`src/rtl/pipe_pkg.sv`:
```
// Shared constants for the parametrised pipeline backbone.
// Holds default geometry, reset values and the stall-vector width.
package pipe_pkg;

  localparam int unsigned STAGES_DEF  = 5;
  localparam int unsigned DATA_W_DEF  = 32;
  localparam int unsigned CNT_W_DEF   = 16;

  // Stall vector carries one bit per stage.
  localparam int unsigned STALL_W_DEF = STAGES_DEF;

  // Reset contents of a stage register.
  localparam logic                  RST_VALID = 1'b0;
  localparam logic [DATA_W_DEF-1:0] RST_DATA  = '0;

endpackage

```
`src/rtl/pipe_stage_reg.sv`:
```
// One pipeline stage register (valid bit + payload).
// Ports:
//   clk, rst       clock, synchronous active-low reset
//   flush          invalidate content at the next edge (data held)
//   hold           keep current valid and data
//   bubble         load an empty slot (valid=0, data held)
//   up_valid/data  upstream content loaded when none of the above apply
//   data_en        payload load enable for the upstream load
//   valid, data    registered stage content
module pipe_stage_reg
  import pipe_pkg::*;
#(
  parameter int unsigned DATA_W = DATA_W_DEF
) (
  input  logic              clk,
  input  logic              rst,
  input  logic              flush,
  input  logic              hold,
  input  logic              bubble,
  input  logic              up_valid,
  input  logic [DATA_W-1:0] up_data,
  input  logic              data_en,
  output logic              valid,
  output logic [DATA_W-1:0] data
);

  // Priority: reset, flush, hold, bubble, load.
  always_ff @(posedge clk) begin
    if (!rst) begin
      valid <= RST_VALID;
      data  <= DATA_W'(RST_DATA);
    end else if (flush) begin
      valid <= 1'b0;
    end else if (!hold) begin
      if (bubble) begin
        valid <= 1'b0;
      end else begin
        valid <= up_valid;
        if (data_en) begin
          data <= up_data;
        end
      end
    end
  end

endmodule

```
`src/rtl/pipe_stage_ctrl.sv`:
```
// Parametrised pipeline backbone: STAGES payload registers with valid bits,
// stall propagation toward upstream, bubble insertion and global flush.
// Ports:
//   clk, rst             clock, synchronous active-low reset
//   in_valid, in_data    new payload for stage 0
//   in_ready             combinational accept indication
//   stall_req            per-stage stall request (ignored on empty stages)
//   flush                invalidate all stages at the next edge
//   stg_valid, stg_data  registered stage contents, stage k at [k*DATA_W +: DATA_W]
//   stall_o              combinational stall vector
//   out_valid, out_data  last-stage content leaving the pipe
//   stall_cnt            saturating count of cycles with stage 0 stalled
module pipe_stage_ctrl
  import pipe_pkg::*;
#(
  parameter int unsigned STAGES = STAGES_DEF,
  parameter int unsigned DATA_W = DATA_W_DEF,
  parameter int unsigned CNT_W  = CNT_W_DEF
) (
  input  logic                     clk,
  input  logic                     rst,
  input  logic                     in_valid,
  input  logic [DATA_W-1:0]        in_data,
  output logic                     in_ready,
  input  logic [STAGES-1:0]        stall_req,
  input  logic                     flush,
  output logic [STAGES-1:0]        stg_valid,
  output logic [STAGES*DATA_W-1:0] stg_data,
  output logic [STAGES-1:0]        stall_o,
  output logic                     out_valid,
  output logic [DATA_W-1:0]        out_data,
  output logic [CNT_W-1:0]         stall_cnt
);

  localparam int unsigned STALL_W = STAGES;

  logic [STALL_W-1:0] req;
  logic [STAGES-1:0]  up_valid;
  logic [STAGES-1:0]  bubble;
  logic [STAGES-1:0]  data_en;
  logic [DATA_W-1:0]  up_data [STAGES];

  // Requests from empty stages are ignored.
  assign req = stall_req & stg_valid;

  // Suffix OR: a stall blocks every stage upstream of the requester.
  always_comb begin
    logic acc;
    acc     = 1'b0;
    stall_o = '0;
    for (int k = int'(STAGES) - 1; k >= 0; k--) begin
      acc        = acc | req[k];
      stall_o[k] = acc;
    end
  end

  // Upstream source of each stage; stage 0 only captures data with in_valid.
  always_comb begin
    up_valid    = '0;
    bubble      = '0;
    data_en     = '0;
    up_valid[0] = in_valid;
    up_data[0]  = in_data;
    data_en[0]  = in_valid;
    for (int unsigned k = 1; k < STAGES; k++) begin
      up_valid[k] = stg_valid[k-1];
      up_data[k]  = stg_data[(k-1)*DATA_W +: DATA_W];
      bubble[k]   = stall_o[k-1];
      data_en[k]  = 1'b1;
    end
  end

  for (genvar g = 0; g < STAGES; g++) begin : g_stage
    pipe_stage_reg #(
      .DATA_W (DATA_W)
    ) u_reg (
      .clk      (clk),
      .rst      (rst),
      .flush    (flush),
      .hold     (stall_o[g]),
      .bubble   (bubble[g]),
      .up_valid (up_valid[g]),
      .up_data  (up_data[g]),
      .data_en  (data_en[g]),
      .valid    (stg_valid[g]),
      .data     (stg_data[g*DATA_W +: DATA_W])
    );
  end

  // Saturating stall-cycle counter; flush cycles are not counted.
  always_ff @(posedge clk) begin
    if (!rst) begin
      stall_cnt <= '0;
    end else if (stall_o[0] && !flush && (stall_cnt != {CNT_W{1'b1}})) begin
      stall_cnt <= stall_cnt + CNT_W'(1);
    end
  end

  assign in_ready  = ~stall_o[0] & ~flush;
  assign out_valid = stg_valid[STAGES-1] & ~stall_o[STAGES-1];
  assign out_data  = stg_data[(STAGES-1)*DATA_W +: DATA_W];

endmodule

```
`config.mk`:
```
export PLATFORM = sky130hd
export DESIGN_NAME = pipe_stage_ctrl
export DESIGN_NICKNAME = d
export VERILOG_FILES = /design/src/rtl/pipe_pkg.sv /design/src/rtl/pipe_stage_reg.sv /design/src/rtl/pipe_stage_ctrl.sv
export SDC_FILE = /design/constraint.sdc
export NUM_CORES = 1
export LEC_CHECK = 0
export ABC_AREA = 1
export BUFFER_PORTS_ARGS = -buffer_cell sky130_fd_sc_hd__buf_2
export CORE_MARGIN = 5
export CORE_UTILIZATION = 40
export CTS_CLUSTER_DIAMETER = 30
export CTS_CLUSTER_SIZE = 12
export DETAILED_ROUTE_END_ITERATION = 10
export PLACE_DENSITY = 0.74
export SLEW_MARGIN = 20
export SYNTH_ARGS = -nofsm -noshare
export SYNTH_HDL_FRONTEND = slang
export SYNTH_HIERARCHICAL = 1
export SYNTH_SLANG_ARGS = --single-unit
```
`constraint.sdc`:
```
create_clock -name clk -period 3.72 [get_ports clk]
set_clock_uncertainty 0.2 [all_clocks]
set_input_delay 0.372 -clock clk [delete_from_list [all_inputs] [get_ports clk]]
set_output_delay 0.372 -clock clk [all_outputs]
set_load 0.02 [all_outputs]
```
-- Yosys cells after proc, flatten, opt, wreduce, memory -nomap -nowiden
Index checks and enable logic that the tools add are counted.
- add/sub/neg operators: 1
- $mul: 0
- div/mod/pow operators: 0
- order comparisons: 0
- equal/unequal tests: 1
- shift-type cells: 0
- muxes and demuxes: 4
- bitwise gates (word level): 14
- reduce and logical (&&, ||, !) cells: 9
- operators with widths (kind ; number):
    $add A16 B1 Y16 const B ; 1
    $ne A16 B16 Y1 const B ; 1
    $reduce_and A3 Y1 ; 5
    $not A1 Y1 ; 7
    $and A5 B5 Y5 ; 1
    $mux W1 ; 4
    $or A1 B1 Y1 ; 4
    $and A1 B1 Y1 ; 2
    $logic_and A1 B1 Y1 ; 2
    $reduce_or A2 Y1 ; 1
    $logic_not A1 Y1 ; 1
- flip-flop bits (word level): 181
- bits in latches: 0
- bits in writable memories: 0
- ROM bits: 0
- output and inout port bits: 220
- word-level logic and storage cells: 40
- memories: 0

-- Depth between registers and ports, before layout
Gate-level depths: netlist of run 1.
- depth after elaboration: 7
- mapped depth: 10

-- By module
Netlist of run 1, hierarchy kept.
- by module, submodules not included (module ; times used ; cells an instance ; area an instance (µm²)):
    pipe_stage_reg ; 5 ; 218 ; 1496.4
    pipe_stage_ctrl ; 1 ; 208 ; 1358.8

-- Least setup slack after synthesis of run 1
No wires, ideal clock.
- path kind: reg-to-reg
- start point: register g_stage[4].u_reg.valid
- end point: register g_stage[0].u_reg.data[10]
- library setup time: 0.115 ns
- arrival time: 1.766 ns
- data required time: 3.405 ns
- path slack: 1.639 ns
- stages on the path, launching flop included: 11
- buffers on the path: 2
- cell sequence: dfxtp_1 nand2_1 nand2_1 nor2_2 nand3_2 nor2_1 buf_4 buf_6 nand3_1 nand2_1 nor2_1
- longest elaborated chain between the ends: 7
- ends and longest elaborated chain (what ; RTL line ; RTL):
    from (decl) ; pipe_stage_reg.sv:23 ; output logic valid,
    from (signal assigned) ; pipe_stage_reg.sv:38 ; valid <= up_valid;
    $and A5 B5 Y5 ; pipe_stage_ctrl.sv:44 ; assign req = stall_req & stg_valid;
    $or A1 B1 Y1 ; pipe_stage_ctrl.sv:52 ; acc = acc | req[k];
    net stall_o[3] ; pipe_stage_ctrl.sv:29 ; output logic [STAGES-1:0] stall_o,
    $or A1 B1 Y1 (3 in series) ; pipe_stage_ctrl.sv:52 ;
    net stall_o[0] ; pipe_stage_ctrl.sv:29 ;
    $not A1 Y1 (no line) ; -- ;
    $reduce_and A3 Y1 (no line) ; -- ;
    to (signal assigned) ; pipe_stage_reg.sv:31 ; data <= DATA_W'(RST_DATA);
    to (signal assigned) ; pipe_stage_reg.sv:40 ; data <= up_data;
    to (decl) ; pipe_stage_reg.sv:24 ; output logic [DATA_W-1:0] data
The timed path passes the listed nets, and every way through them passes these cells.
A chain may end at the register's enable or synchronous reset.

-- Final worst setup path of run 1
- start point: register g_stage[4].u_reg.valid
- end point: output in_ready
- longest elaborated chain between the ends: 7
- ends and longest elaborated chain (what ; RTL line ; RTL):
    $and A5 B5 Y5 ; pipe_stage_ctrl.sv:44 ;
    $or A1 B1 Y1 (4 in series) ; pipe_stage_ctrl.sv:52 ;
    $not A1 Y1 (no line) ; -- ;
    $and A1 B1 Y1 ; pipe_stage_ctrl.sv:99 ; assign in_ready = ~stall_o[0] & ~flush;
    to (decl) ; pipe_stage_ctrl.sv:24 ; output logic in_ready,
No other way between the ends.

==> results of run 1 <==
## routing by layer
metal / vias up / track usage, % / share of wire (%)
met5: - / 0 / 0
met4: 0 / 6.58 / 1.9
met3: 31 / 3.26 / 5.4
met2: 206 / 26.9 / 46
met1: 3556 / 25.1 / 47
li1: 4349 / - / -
## cell type report
| cell class | instances | area share (%) |
|---|---|---|
| sequential | 181 | 34.8 |
| timing repair buffer | 274 | 13.7 |
| inverter | 184 | 6.63 |
| clock inverter | 14 | 1.59 |
| multi-input combinational | 817 | 35.7 |
| tap | 280 | 3.36 |
| clock buffer | 18 | 4.22 |
## sequential cells by signal, indices dropped and copies added (netlist names)
signal,cells
g_stage.u_reg/data,160
g_stage.u_reg/valid,5
stall_cnt,16
## power by group
part           switching, mW  internal (mW)
clock network          0.834           1.03
registers             0.0914           2.04
logic                  0.465          0.237
## per-stage QoR
| step | cell area, um2 | hold slack, ps | cells |
|---|---|---|---|
| after floorplan | 8850 | 244 | 1301 |
| after global placement | 9810 | 272 | 1736 |
| after detailed placement | 9810 | 282 | 1736 |
| after CTS | 10400 | 36.2 | 1768 |
| after global routing | 10400 | 70.3 | 1768 |
| final | 10400 | 56.4 | 1768 |
## layout by cell type, fill, tap and decap left out, drive strengths merged
master / n
nand3: 170
nand4: 6
ha: 1
buf: 274
a21oi: 173
bufinv: 2
o21bai: 1
o21ai: 2
nor3: 1
xnor2: 2
clkinvlp: 3
clkinv: 3
nand2: 246
xor2: 5
inv: 190
conb: 5
and2: 1
clkbuf: 18
or2: 1
nor2: 203
dfxtp: 181
## kinds of logic after synthesis
kind of cell	Yosys count
AO/OA/AOI/OAI	176
flip-flops	181
other	2
AND/OR/NAND/NOR	628
XOR/XNOR	7
adder cells (fa/ha/maj)	1
buffers and inverters	303
## path summary, 6_finish.rpt
kind	end	depth (start not counted)	startpoint
setup / recovery	in_ready	6	g_stage[4].u_reg/valid
hold / removal	g_stage[0].u_reg/data[14]	5	in_data[14]
setup reg to reg	g_stage[0].u_reg/data[18]	9	g_stage[4].u_reg/valid
hold reg to reg	g_stage[4].u_reg/data[17]	2	g_stage[4].u_reg/data[17]
## worst register-to-register path: cells and delay by family (launching register included)
kind,cells,cell delay [ps]
buffers and inverters,1,510
DFF,1,340
and+or+nand+nor,8,1390
==> run metrics, run 1 <==
num rows 54; wire length of the first global-routing pass roughly 36000 um; remaining global-route overflow 0; sequential-to-total area share from yosys stat between 40% and 50%; Pwr Density roughly 450 nW/um2; Reg2Reg Setup Slack between 1000 and 1500 ps; Peak VDD IR 0.000270 V; Worst Path Max Fanout 9; Vert. Die Dim 159 um; clock tree from TritonCTS built; highest cell delay on the worst timing path around 340 ps; Pleak about 5.2 nW; wire length after detailed routing ~23000 um; RSZ-0062 raised after global routing no; Hold Buf Count CTS 0; async set-or-reset flop fraction in the synthesized netlist 0%; insertion delay to the later sink of the worst-skew pair about 430 ps; pre-CTS setup slack ~1000 ps; count of unique library cells instantiated by Yosys 28; Total Neg Setup Slack 0 ps; count of nets after finishing approximately 1500; area occupied by multi-input gates 3720 um2; vias in the first global route 7011; number of antenna violations at the first check in global routing 0; crit path launch type flip-flop; cell at the root of the clock tree sky130_fd_sc_hd__clkbuf_16; number of port buffers between 200 and 300; Tot Pwr 4.70 mW; total area of sequential cells ~3600 um2; synth-to-layout area growth 17.8%; number of H-tree branching levels 4; Final setup violation count 0; routed via count divided by cell count approximately 4.6; top-level I/O count between 200 and 300; arrival time of the worst setup path approximately 2000 ps; n_diodes 0; RD Place Congestion between 0.8 and 0.9; pin slew with the least headroom to its limit ~940 ps; Tmin final 2580 ps; detailed-router iteration count before antenna repair 5; vias ~8100; Final Hold Viols 0; CP Buf/Inv Count 1; most frequent cells after synthesis 241 x sky130_fd_sc_hd__nand2_1, 192 x sky130_fd_sc_hd__nor2_1, 184 x sky130_fd_sc_hd__inv_1, 181 x sky130_fd_sc_hd__dfxtp_1; Critical Path RT approximately 3200 ps; Clock Pin Slew Worst Setup and Hold Paths 70 ps; post-cts repair resize count 0; combinational family with the most area after synthesis simple AND/OR/NAND/NOR gates; biggest area consumer among synthesized cells sky130_fd_sc_hd__dfxtp_1; post-synthesis instance area approximately 8800 um2; Fmax between 300 and 400 MHz; Die X approximately 160 um; share of synthesized cell area in and, or, nand and nor gates a little under a third; TritonCTS buffer count 17; ordered list of cells on the worst path nand2_1 -> nand2_1 -> nor2_2 -> nand3_2 -> nor2_1 -> buf_2; post-CTS setup-driven buffer insertion count 0; Final Cycle Share about 69%; type of the most critical hold path in2reg; largest net degree at the start of global routing 66; synth warn 6; routed wirelength normalized by instance count 13.2 um; Core Region between 20000 and 25000 um2; DRC violations left 0; layout cells sized above 1 roughly 23%; library cell with the highest instance count after synthesis sky130_fd_sc_hd__nand2_1; pins over their slew limit 0; minimum setup slack in the final design around 1100 ps; fraction of post-synthesis cell area in the top cell type by area 41.0%; Layout Utilization 47.7%; prevailing post-synth register cell sky130_fd_sc_hd__dfxtp_1; clock tree sinks between 150 and 200; post-synthesis instance total ~1300; number of enable flip-flop cells after synthesis 0; post-synthesis adder-cell area fraction less than 1%; cells taking the most area after synthesis sky130_fd_sc_hd__dfxtp_1 41%, sky130_fd_sc_hd__nand2_1 10%, sky130_fd_sc_hd__a21oi_1 9.5%, sky130_fd_sc_hd__nand3_1 9.5%, sky130_fd_sc_hd__nor2_1 8.2%; total track usage 17.7%; number of max-cap violations 0; synthesized-area fraction occupied by xor and xnor cells 0.693%; share of the synthesized area in compound gates (AO/OA/AOI/OAI) slightly above 10%; number of nets with antenna violations after routing 0; worst setup path category reg2out; result of the run complete, no violations; Initial Utilization a little over 40%; number of filler cells placed in the layout roughly 2300; Worst path top cell family by delay simple AND/OR/NAND/NOR gates; share of synthesized area spent on multiplexers 0%; DIE AREA 25200 um2; Yosys reg bits between 150 and 200; most frequent CP cell sky130_fd_sc_hd__nand2_1; mean area per synthesized cell slightly below 7 um2; standard cell with the maximum stage delay on the critical path sky130_fd_sc_hd__dfxtp_1; Setup crit end kind output port; placed wire-length estimate roughly 17000 um; Clock Tree Buf Depth 2; worst rel slew slack a little under two fifths; initial drt markers 564
(Power assumes the default switching activity.)
==> run 2: changes to the inputs <==
PLACE_DENSITY = 0.77   (was 0.74)
clock period = 2.1 ns   (was 3.72 ns; I/O delays follow)
==> run metrics, run 2 (same netlist as run 1, synthesis figures left out) <==
result of the run complete, no violations; Final Cycle Share between 90 and 100%; Pleak 5.48 nW (+4.7%); net switching power 2.43 mW (+75%); wire length after detailed routing 24100 um (+3.3%); routed wirelength normalized by instance count 13.3 um (+0.76%); Clock Pin Slew Worst Setup and Hold Paths 70 ps (about the same); Total Neg Setup Slack 0 ps (unchanged); Clock Tree Buf Depth 2 (unchanged); RSZ-0062 raised after global routing no; synth-to-layout area growth 23.7%; clock tree from TritonCTS built; Critical Path RT 1690 ps (-1460 ps); post-route worst hold slack 44.7 ps (-11.7 ps); pins over their slew limit 0 (unchanged); Final setup violation count 0 (unchanged); Fmax 503 MHz; Initial Utilization 40.5% (unchanged); number of nets with antenna violations after routing 0 (unchanged); type of the most critical hold path in2reg; most frequent standard cell in the layout excluding fill and tap cells sky130_fd_sc_hd__buf_2; n_diodes 0 (unchanged); wire length of the first global-routing pass 37700 um (+3.5%); standard cell with the maximum stage delay on the critical path sky130_fd_sc_hd__dfxtp_1; vias 8414 (+3.3%); RD Place Congestion 0.832 (-2.8%); number of antenna violations at the first check in global routing 0 (unchanged); largest net degree at the start of global routing 66 (unchanged); arrival time of the worst setup path 1580 ps (-420 ps); clock tree sinks 181 (unchanged); TritonCTS buffer count 17 (unchanged); Vert. Die Dim 159 um (unchanged); placed wire-length estimate 16700 um (+1.2%); DRC violations left 0 (unchanged); routed via count divided by cell count 4.64 (+0.78%); Setup crit end kind output port; Core Region 21800 um2 (unchanged); Switching Share 29.1% (-0.46 points); cell at the root of the clock tree sky130_fd_sc_hd__clkbuf_16; remaining global-route overflow 0 (unchanged); CP Buf/Inv Count 1 (unchanged); num rows 54 (unchanged); Peak VDD IR 0.000417 V (+55%); Final Hold Viols 0 (unchanged); vias in the first global route 7326 (+4.5%); number of max-cap violations 0 (unchanged); worst rel slew slack 63.2% (+26 points); top-level I/O count 261 (unchanged); cell-internal power 5.91 mW (+78%); placed instance count 1747 (+0.63%); total track usage 18.3% (+0.56 points); Clock Power Share 38.7% (-0.9 points); share of total power in sequential cells 45.4% (about the same); most frequent CP cell sky130_fd_sc_hd__nand2_1; Finished Layout Cells 1813 (+2.5%); Die X 159 um (unchanged); most used cells in the layout excluding fill and tap cells 258 x sky130_fd_sc_hd__buf_2, 241 x sky130_fd_sc_hd__nand2_1, 187 x sky130_fd_sc_hd__nor2_1; Tmin final about 2000 ps; worst setup path category reg2out; layout cells sized above 1 22.6% (about the same); Worst Path Max Fanout 6 (-3); Most flops, register g_stage.u_reg/data; number of H-tree branching levels 4 (unchanged); number of port buffers 260 (unchanged); pin slew with the least headroom to its limit 552 ps (-390 ps); combinational fraction of design power 16.0% (+1.1 points); ordered list of cells on the worst path nand2_1 -> nand2_1 -> nor2_4 -> nand3_4 -> nor2_1 -> buf_4; crit path launch type flip-flop; Regs by FF count g_stage.u_reg/data (160), stall_cnt (16), g_stage.u_reg/valid (5); highest cell delay on the worst timing path 330 ps (about the same); insertion delay to the later sink of the worst-skew pair 440 ps (about the same); initial drt markers 592 (+5.0%); Worst path top cell family by delay simple AND/OR/NAND/NOR gates; flip-flop count of the largest register, all copies and words added 160 (unchanged); Pwr Density 762 nW/um2 (+69%); DIE AREA 25200 um2 (unchanged); count of nets after finishing 1562 (+3.0%); detailed-router iteration count before antenna repair 5 (unchanged)
[run 2: changes by cell type in the layout (fill, tap and decap cells not counted), sizes merged]
| cell | before | now |
|---|---|---|
| inv | 190 | 189 |
| dlygate4sd3 | 0 | 34 |
| clkbuf | 18 | 19 |
| clkinv | 3 | 6 |
| clkinvlp | 3 | 0 |
| buf | 274 | 285 |
[run 2: worst paths after layout]
kind,from,end,slack [ps],cells after the start
worst max register to register,g_stage[4].u_reg/valid,g_stage[1].u_reg/data[18],180,9
worst min-delay path,flush,g_stage[3].u_reg/valid,40,2
worst min register to register,g_stage[4].u_reg/data[13],g_stage[4].u_reg/data[13],300,2
worst max-delay path,g_stage[4].u_reg/valid,in_ready,110,6
[run 2: power by group through the flow]
stage / sequential, mW / clock (mW) / combinational (mW)
CTS: 3.78 / 3.31 / 1.34
global placement: 3.86 / 0 / 1.27
finish: 3.78 / 3.22 / 1.33
global route: 3.81 / 3.45 / 1.49
floorplan: 4.05 / 0 / 0.713
detailed placement: 3.86 / 0 / 1.29
[run 2: layer usage]
| layer | GRT usage (%) | part of all wire (%) |
|---|---|---|
| met5 | 0 | 0 |
| met4 | 7.92 | 3.4 |
| met3 | 3.56 | 5.3 |
| met2 | 27.5 | 46 |
| met1 | 25.5 | 46 |
[run 2: layout make-up]
type | count | area (um2)
Fill cell | 2143 | 10900
Sequential cell | 181 | 3620
Timing Repair Buffer | 319 | 1950
Multi-Input combinational cell | 817 | 3740
Tap cell | 280 | 350
Clock inverter | 13 | 144
Clock buffer | 19 | 443
Inverter | 184 | 691
[run 2: repair_timing]
item                                    in CTS  in global routing
endpoints found under the hold margin       56                  0
hold buffers                                34                  0
setup buffers                                0                  1
pin swaps                                    0                  1
endpoints found under the setup margin       2                  1
gates resized for setup                      3                  0
[run 2: stage by stage]
| step | total power, mW | setup WS (ps) | instance area [um2] | util (%) |
|---|---|---|---|---|
| 2_1_floorplan | 4.77 | 19.3 | 8850 | - |
| 3_5_place_dp | 5.15 | 259 | 10000 | 45.8 |
| 6_report | 8.34 | 111 | 10900 | 50.1 |
| 5_1_grt | 8.75 | 27.1 | 10900 | 50.1 |
| 4_1_cts | 8.43 | 46.6 | 10900 | 50.1 |
| 3_3_place_gp | 5.13 | 278 | 10000 | 45.8 |
[run 2: worst reg2reg max path: stages, from the launching register on]
cell	delay (ps)
sky130_fd_sc_hd__dfxtp_1	330
sky130_fd_sc_hd__nand2_1	80
sky130_fd_sc_hd__nand2_1	100
sky130_fd_sc_hd__nor2_4	160
sky130_fd_sc_hd__nand2_1	200
sky130_fd_sc_hd__nor2_4	180
sky130_fd_sc_hd__buf_12	270
sky130_fd_sc_hd__nand3_1	170
sky130_fd_sc_hd__nand2_1	80
sky130_fd_sc_hd__nor2_1	40
==> run 3: changes to the inputs <==
CORE_MARGIN = unset   (was 5)
==> run metrics, run 3 (same netlist as run 1, synthesis figures left out) <==
detailed-router iteration count before antenna repair 5 (unchanged); highest cell delay on the worst timing path 340 ps (about the same); insertion delay to the later sink of the worst-skew pair 430 ps (about the same); wire length of the first global-routing pass 35700 um (-5.3%); ordered list of cells on the worst path nand2_1 -> nand2_1 -> nor2_4 -> nand3_4 -> buf_6 -> buf_2; RD Place Congestion 0.829 (-0.43%); layout cells sized above 1 22.5% (-0.10 points); Total Neg Setup Slack 0 ps (unchanged); remaining global-route overflow 0 (unchanged); result of the run complete, no violations; num rows 54 (unchanged); Pwr Density 751 nW/um2 (-1.5%); number of nets with antenna violations after routing 0 (unchanged); startpoint of the lowest-slack register-to-register path g_stage[4].u_reg/valid; synth-to-layout area growth 23.7% (about the same); most frequent CP cell sky130_fd_sc_hd__nand2_1; largest net degree at the start of global routing 66 (unchanged); pre-CTS setup slack 273 ps (+13.9 ps); Clock Tree Buf Depth 2 (unchanged); Die X 151 um (-5.0%); Core Region 21800 um2 (-0.31%); pins over their slew limit 0 (unchanged); Layout Utilization 50.3% (+0.17 points); Initial Utilization 40.6% (+0.13 points); DRC violations left 0 (unchanged); most used cells in the layout excluding fill and tap cells 259 x sky130_fd_sc_hd__buf_2, 241 x sky130_fd_sc_hd__nand2_1, 187 x sky130_fd_sc_hd__nor2_1; Tot Pwr 8.21 mW (-1.5%); TritonCTS buffer count 17 (unchanged); Peak VDD IR 0.000466 V (+12%); pin slew with the least headroom to its limit 516 ps (-36.1 ps); wire length after detailed routing 23100 um (-4.1%); post-route worst hold slack 29.9 ps (-14.8 ps); Hold EP g_stage[2].u_reg/valid; vias in the first global route 6966 (-4.9%); number of port buffers 260 (unchanged); Setup crit end kind output port; clock tree sinks 181 (unchanged); Tmin final 1990 ps (+0.198 ps); crit path launch type flip-flop; number of H-tree branching levels 4 (unchanged); vias 8433 (+0.23%); routed via count divided by cell count 4.66 (+0.34%); Vert. Die Dim 151 um (-5.0%); n_diodes 0 (unchanged); type of the most critical hold path in2reg; top-level I/O count 261 (unchanged); total area of sequential cells 3620 um2 (unchanged); Worst path top cell family by delay simple AND/OR/NAND/NOR gates; DIE AREA 22700 um2 (-9.8%); number of max-cap violations 0 (unchanged); worst setup path category reg2out; Final Hold Viols 0 (unchanged); Final setup violation count 0 (unchanged); Pleak 5.47 nW (-0.17%); minimum setup slack in the final design 111 ps (-0.198 ps); standard cell with the maximum stage delay on the critical path sky130_fd_sc_hd__dfxtp_1; Final Cycle Share 94.7% (about the same); area occupied by multi-input gates 3740 um2 (unchanged); clock tree from TritonCTS built; Worst Path Max Fanout 5 (-1); number of filler cells placed in the layout 2139 (-0.19%); initial drt markers 517 (-13%); number of antenna violations at the first check in global routing 0 (unchanged); Reg2Reg Setup Slack 180 ps (about the same); worst rel slew slack 65.6% (+2.4 points); Most flops, register g_stage.u_reg/data; total track usage 19.7% (+1.4 points); placed wire-length estimate 15600 um (-6.9%); RSZ-0062 raised after global routing no; arrival time of the worst setup path 1580 ps (about the same); Regs by FF count g_stage.u_reg/data (160), stall_cnt (16), g_stage.u_reg/valid (5); worst hold path startpoint flush; count of nets after finishing 1560 (-0.13%); endpoint of the lowest-slack register-to-register path g_stage[0].u_reg/data[20]; Critical Path RT 1690 ps (about the same); routed wirelength normalized by instance count 12.8 um (-4.0%); count of cells along the worst register-to-register path 10 (+1); cell at the root of the clock tree sky130_fd_sc_hd__clkbuf_16; Hold Path Cell Cnt 2 (unchanged); most frequent standard cell in the layout excluding fill and tap cells sky130_fd_sc_hd__buf_2; Fmax 503 MHz (about the same); flip-flop count of the largest register, all copies and words added 160 (unchanged); CP Buf/Inv Count 2 (+1); Clock Pin Slew Worst Setup and Hold Paths 70 ps (about the same)
## run 3: cell count changes in the layout (fill, tap and decap cells not counted), sizes merged
cell	before	now
buf	285	283
bufinv	2	1
clkinv	6	8
inv	189	188
## run 3: how the worst max path moves through the flow
stage                            from                         to  slack [ps]  depth (start not counted)
2_1_floorplan  g_stage[4].u_reg/valid  g_stage[0].u_reg/data[10]          20                         10
3_3_place_gp             stall_req[4]  g_stage[3].u_reg/data[16]         290                         10
3_5_place_dp   g_stage[4].u_reg/valid               stall_cnt[0]         270                          9
4_1_cts        g_stage[4].u_reg/valid                 stall_o[0]           7                          6
5_1_grt        g_stage[4].u_reg/valid                 stall_o[0]           2                          6
6_report       g_stage[4].u_reg/valid                 stall_o[0]         110                          6
## run 3: stage by stage
stage	cells	area (um2)
6_report	1811	10900
5_1_grt	1811	10900
4_1_cts	1809	10900
3_5_place_dp	1743	10000
3_3_place_gp	1743	10000
2_1_floorplan	1301	8850
## run 3: cell type report
| class | count | area share (%) |
|---|---|---|
| clock buffers | 19 | 4.05 |
| clock inverters | 13 | 1.12 |
| inverters | 184 | 6.31 |
| multi-input cells | 817 | 34.1 |
| flip-flops and latches | 181 | 33.1 |
| well taps | 280 | 3.20 |
| repair buffers | 317 | 18.0 |
## run 3: worst register-to-register path, stage by stage (launching register included)
cell,delay (ps)
sky130_fd_sc_hd__dfxtp_1,340
sky130_fd_sc_hd__nand2_1,80
sky130_fd_sc_hd__nand2_1,100
sky130_fd_sc_hd__nor2_4,180
sky130_fd_sc_hd__nand3_4,130
sky130_fd_sc_hd__buf_4,160
sky130_fd_sc_hd__nor2_4,140
sky130_fd_sc_hd__buf_12,220
sky130_fd_sc_hd__nand3_1,130
sky130_fd_sc_hd__nand2_1,90
sky130_fd_sc_hd__nor2_1,40
## run 3: where the power goes
part / leakage, nW / total [mW] / switching [mW] / internal, mW
sequential: 1.48 / 3.78 / 0.162 / 3.62
combinational: 3.71 / 1.33 / 0.844 / 0.487
clock: 0.284 / 3.10 / 1.41 / 1.68
total: 5.47 / 8.21 / 2.42 / 5.79
## run 3: routing by layer
layer / routed length, um / vias to the layer above / global-route usage [%] / share of wire [%]
li1: - / 4447 / - / -
met1: 10800 / 3733 / 26.9 / 47
met2: 10800 / 219 / 30.6 / 47
met3: 987 / 34 / 4.09 / 4.3
met4: 567 / 0 / 7.00 / 2.5
met5: 0 / - / 0 / 0
## run 3: repair_timing
item,CTS,global route
gates resized for setup,1,2
hold buffers,34,0
pin swaps,0,2
setup endpoints to repair,1,2
endpoints found under the hold margin,56,0
buffers inserted,0,2
gates cloned,0,0
